**src/rtl/alu_cmd_fifo.sv**
```systemverilog
// alu_cmd_fifo: queues ALU commands in a DEPTH-entry FIFO and presents the head
// to an external combinational 8-bit ALU. Each result is captured into a
// registered output stage with its own valid/ready handshake.
// Optional feature macro: ALU_OVF_EN adds the res_ovf output, which is the
// signed overflow flag registered together with res_out.
//
// Handshake rule for both ports: a transfer happens on a rising edge where
// valid && ready are both high. A producer holding valid keeps its payload
// stable until the transfer, and ready never depends on the valid of the same
// port. in_ready is derived from the occupancy only.
module alu_cmd_fifo #(
    parameter int DEPTH = 4
) (
    input  logic                     clk,
    input  logic                     rst,
    input  logic                     in_valid,
    output logic                     in_ready,
    input  logic [7:0]               in_a,
    input  logic [7:0]               in_b,
    input  logic                     in_cin,
    input  logic [1:0]               in_sel,
    output logic [7:0]               alu_a,
    output logic [7:0]               alu_b,
    output logic                     alu_cin,
    output logic [1:0]               alu_sel,
    input  logic [7:0]               alu_out,
    input  logic                     alu_cout,
    output logic                     res_valid,
    input  logic                     res_ready,
    output logic [7:0]               res_out,
    output logic                     res_cout,
`ifdef ALU_OVF_EN
    output logic                     res_ovf,
`endif
    output logic [$clog2(DEPTH):0]   count
);

    localparam int AW = $clog2(DEPTH);
    localparam logic [AW:0] FULL_COUNT = (AW+1)'(DEPTH);

    // Command storage, one array per field.
    logic [7:0]    mem_a   [DEPTH];
    logic [7:0]    mem_b   [DEPTH];
    logic          mem_cin [DEPTH];
    logic [1:0]    mem_sel [DEPTH];

    logic [AW-1:0] wr_ptr;
    logic [AW-1:0] rd_ptr;
    logic          push;
    logic          pop;
    logic          not_empty;

    // Push and pop qualifiers. A pop happens whenever there is a head command
    // and the output register is free or being drained this cycle. Full blocks
    // pushes even if a pop frees a slot in the same cycle.
    always_comb begin
        not_empty = (count != '0);
        in_ready  = (count < FULL_COUNT);
        push      = in_valid && in_ready;
        pop       = not_empty && (!res_valid || res_ready);
    end

    // Present the head command to the ALU; drive zeros while the queue is empty.
    always_comb begin
        alu_a   = 8'h00;
        alu_b   = 8'h00;
        alu_cin = 1'b0;
        alu_sel = 2'b00;
        if (not_empty) begin
            alu_a   = mem_a[rd_ptr];
            alu_b   = mem_b[rd_ptr];
            alu_cin = mem_cin[rd_ptr];
            alu_sel = mem_sel[rd_ptr];
        end
    end

    // Write accepted commands into the storage array (data needs no reset).
    always_ff @(posedge clk) begin
        if (push) begin
            mem_a[wr_ptr]   <= in_a;
            mem_b[wr_ptr]   <= in_b;
            mem_cin[wr_ptr] <= in_cin;
            mem_sel[wr_ptr] <= in_sel;
        end
    end

    // Pointer and occupancy bookkeeping; pointers wrap naturally at DEPTH.
    always_ff @(posedge clk or posedge rst) begin
        if (rst) begin
            wr_ptr <= '0;
            rd_ptr <= '0;
            count  <= '0;
        end else begin
            if (push) begin
                wr_ptr <= wr_ptr + AW'(1);
            end
            if (pop) begin
                rd_ptr <= rd_ptr + AW'(1);
            end
            case ({push, pop})
                2'b10:   count <= count + (AW+1)'(1);
                2'b01:   count <= count - (AW+1)'(1);
                default: count <= count;
            endcase
        end
    end

`ifdef ALU_OVF_EN
    logic ovf_next;

    // Signed overflow of the head operation: add overflows when the operands
    // share a sign that the result lacks, sub when the signs differ and the
    // result sign flips away from a. Logic ops never overflow.
    always_comb begin
        ovf_next = 1'b0;
        case (alu_sel)
            2'b00:   ovf_next = (alu_a[7] == alu_b[7]) && (alu_out[7] != alu_a[7]);
            2'b01:   ovf_next = (alu_a[7] != alu_b[7]) && (alu_out[7] != alu_a[7]);
            default: ovf_next = 1'b0;
        endcase
    end

    // Overflow flag is captured on the same edge as res_out.
    always_ff @(posedge clk or posedge rst) begin
        if (rst) begin
            res_ovf <= 1'b0;
        end else if (pop) begin
            res_ovf <= ovf_next;
        end
    end
`endif

    // Output register: capture the ALU result on pop; otherwise drop valid once
    // the consumer takes it. Data holds its last value when not capturing.
    always_ff @(posedge clk or posedge rst) begin
        if (rst) begin
            res_valid <= 1'b0;
            res_out   <= 8'h00;
            res_cout  <= 1'b0;
        end else if (pop) begin
            res_valid <= 1'b1;
            res_out   <= alu_out;
            // Carry/borrow only has meaning for add and sub.
            res_cout  <= alu_sel[1] ? 1'b0 : alu_cout;
        end else if (res_valid && res_ready) begin
            res_valid <= 1'b0;
        end
    end

endmodule

```
**config.mk**
```make
export PLATFORM = sky130hd
export DESIGN_NAME = alu_cmd_fifo
export DESIGN_NICKNAME = d
export VERILOG_FILES = /design/src/rtl/alu_cmd_fifo.sv
export SDC_FILE = /design/constraint.sdc
export NUM_CORES = 1
export LEC_CHECK = 0
export ABC_CLOCK_PERIOD_IN_PS = 4550
export BUFFER_PORTS_ARGS = -buffer_cell sky130_fd_sc_hd__buf_2
export CAP_MARGIN = 10
export CORE_ASPECT_RATIO = 1.75
export CORE_MARGIN = 5
export CORE_UTILIZATION = 50
export CTS_CLUSTER_SIZE = 16
export DETAILED_ROUTE_END_ITERATION = 10
export HOLD_SLACK_MARGIN = 0.05
export PLACE_DENSITY = 0.73
export SLEW_MARGIN = 20
export SYNTH_ARGS = -nofsm -noshare
export SYNTH_HDL_FRONTEND = slang
export SYNTH_SLANG_ARGS = --single-unit
```
**constraint.sdc**
```tcl
create_clock -name clk -period 4.55 [get_ports clk]
set_input_delay 0.2275 -clock clk [delete_from_list [all_inputs] [get_ports clk]]
set_output_delay 0.2275 -clock clk [all_outputs]
set_load 0.01 [all_outputs]
```
==> reports/qor.csv <==
stage;metric;value;unit
outcome;status;complete, no violations;
worst_setup_path;rr_worst_depth;9;
synthesis;ys_seq_elements;93;
worst_setup_path;cp_max_fo;22;
global_route;antenna_found_initial;0;
floorplanning;die_w;75.1;um
placed_design;gp_congestion;0.676;
final_layout;multi_input_area;915;um2
final_layout;synthToLayoutAreaGrowth;18.0;%
synthesis;yosysTopAreaCell;edfxtp_1;
power;p_clk_share;23.9;%
floorplanning;initial_core_util;51.2;%
placed_design;pre_cts_ws;2040;ps
final_layout;final-seq-area;2710;um2
synthesis;yosys-top-cells-count;edfxtp_1, nor2b_1, mux4_2;
synthesis;synth_edf_count;76;
detailed_routing;wirelength;6.59;mm
power;power;2.80;mW
floorplanning;die_h;124;um
power;power.internal;1.95;mW
sta;final.period_utilization;54.7;%
min_path;whs_path_depth;1;
worst_setup_path;r2r-start;count[0]$_DFFE_PP0P_;
power;p_leak;1.67;nW
synthesis;syn_inst;183;
placed_design;dp_hpwl;4.29;mm
final_layout;nets;291;
sta;tightest_slew;981;ps
clock_network;path_clk_slew;60;ps
min_path;min_from;in_a[3];
sta;fin_crit;2490;ps
sta;rsz0062_at_grt;false;
clock_network;cts_root_buf;clkbuf_16;
power;pwr-share-seq;42.8;%
sta;layout_setup_ws;2060;ps
global_route;grt_pass1_vias;2008;
clock_network;cts_buffer_depth;2;
clock_network;htree_levels;3;
detailed_routing;wl_per_cell;19.2;um
synthesis;netlist.area_leader.share;61.6;%
min_path;hp-class;input pin to flip-flop;
worst_setup_path;reg2reg_slack;2060;ps
floorplanning;rows;41;
worst_setup_path;arrival;2710;ps
synthesis;synth_ff_type;edfxtp_1;
synthesis;yosys_warnings;0;
floorplanning;die-area;9300;um2
final_layout;drive_gt1_share;41.1;%
worst_setup_path;worstPathRequired;4770;ps
synthesis;yosysMostFrequentCell;edfxtp_1;
clock_network;cts_buffers;9;
detailed_routing;vias_per_cell;5.24;
worst_setup_path;cp-start-kind;flip-flop;
power;combinationalPowerShare;33.3;%
power;ir_drop;0.349;mV
synthesis;async_flop_share;18.3;%
global_route;grt-ovfl-total;0;
sta;max_freq;402;MHz
sta;tns;0;ps
synthesis;yosysUniqueCellTypes;23;
global_route;grt_max_degree;23;
power;power.switching;0.846;mW
floorplanning;core-area;7230;um2
synthesis;yosysSeqAreaShare;73.1;%
clock_network;clock_sinks;93;
clock_network;cts_resized;0;
synthesis;syn_area;3700;um2
worst_setup_path;setup.worst_path.start;count[0]$_DFFE_PP0P_;
final_layout;n_antenna_cell;0;
final_layout;fillCellCount;532;
synthesis;synth.avg_cell_area;20.2;um2
power;power_density;640;nW/um2
global_route;grt_first_pass_wirelength;10.3;mm
detailed_routing;drc;0;
power;swShare;30.2;%
sta;hold_violations;0;
detailed_routing;vias;1804;
placed_design;port_buffers;64;
detailed_routing;drt_iter0_drc;85;
worst_setup_path;end_kind;flip-flop;
detailed_routing;drtPass1Iterations;4;
clock_network;cts_tree;done;
sta;maxSlewHeadroom;34.6;%
floorplanning;num_io_pins;65;
flow_run;maxCapViolCount;0;
global_route;grt_use_total;16.0;%
synthesis;syn_nets;221;
clock_network;clkLatencyLatePin;340;ps
detailed_routing;postRouteAntennaNets;0;
worst_setup_path;path_class;flip-flop to flip-flop;
sta;skew;4.10;ps
synthesis;synth.area.top_cells;edfxtp_1, mux4_2, dfrtp_1;
sta;setup_viol;0;
sta;report.final.slew_viol_count;0;
power groups by stage:
| stage | clock (mW) | combinational (mW) | sequential, mW |
|---|---|---|---|
| detailed placement | 0 | 0.955 | 1.22 |
| floorplan | 0 | 0.665 | 1.19 |
| global route | 0.715 | 1.03 | 1.22 |
| CTS | 0.686 | 0.964 | 1.20 |
| finish | 0.669 | 0.931 | 1.20 |
| global placement | 0 | 0.947 | 1.21 |
cell usage in the layout (no fill, tap or decap), types with 4 or more instances in the layout:
cell,instances
mux4_2,19
and2_1,4
mux2_4,8
clkbuf_16,9
clkbuf_1,4
buf_2,64
inv_1,8
dfrtp_1,17
nor2b_1,22
ha_1,5
edfxtp_1,76
per-layer routing:
| layer | vias up | wire length [um] | global-route usage [%] |
|---|---|---|---|
| met3 | 9 | 437 | 5.09 |
| met1 | 912 | 2480 | 17.8 |
| li1 | 830 | - | - |
| met5 | - | 0 | 0 |
| met4 | 0 | 136 | 7.68 |
| met2 | 53 | 3540 | 27.0 |
flip-flops by register name (all words and copies together), names as in the netlist:
register / cells
res_out: 8
mem_b: 32
rd_ptr: 2
mem_cin: 4
wr_ptr: 2
mem_a: 32
res_valid: 1
count: 3
mem_sel: 8
res_cout: 1
final cells by class:
cell class              instances  area share (%)
well taps                      86            2.46
clock buffers                  14            5.81
clock inverters                 2           0.258
repair buffers                 67            7.90
multi-input cells              74            20.9
flip-flops and latches         93            62.0
inverters                       8           0.687
worst paths after layout:
path,to
worst max-delay path,count[2]$_DFFE_PP0P_
worst min-delay path,mem_a[2][3]$_DFFE_PP_
worst max register to register,count[2]$_DFFE_PP0P_
worst min register to register,res_out[7]$_DFFE_PP0P_
max in group asynchronous,res_cout$_DFFE_PP0P_
min in group asynchronous,count[2]$_DFFE_PP0P_
critical path, cell delays in order, from the launching register on:
cell     delay [ps]
dfrtp_1         440
nor3_4          790
nor2b_1         100
buf_4           240
ha_1            230
inv_1            80
fa_1            170
xor2_1          150
nor2_1           60
xnor2_1         120
cell families after synthesis:
family                   after synthesis  synth area share, %
XOR/XNOR                               6                 1.42
AO/OA/AOI/OAI                          1                0.135
buffers and inverters                 16                 2.36
flip-flops                            93                 73.1
adder cells (fa/ha/maj)                6                 2.23
AND/OR/NAND/NOR                       32                 5.37
multiplexers                          29                 15.4
stage by stage:
step	instances	hold slack, ps	util (%)	instance area [um2]
final	344	102	60.4	4370
after global routing	344	92.5	60.4	4370
after floorplan	183	154	-	3700
after detailed placement	327	350	56.6	4100
after global placement	327	336	56.6	4100
after CTS	344	94.6	60.4	4370
what timing repair did:
action                    CTS  global route
hold buffers                1             0
hold endpoints to repair   17             0
buffers inserted            0             0
No activity file was read; power rests on OpenSTA's default activity.
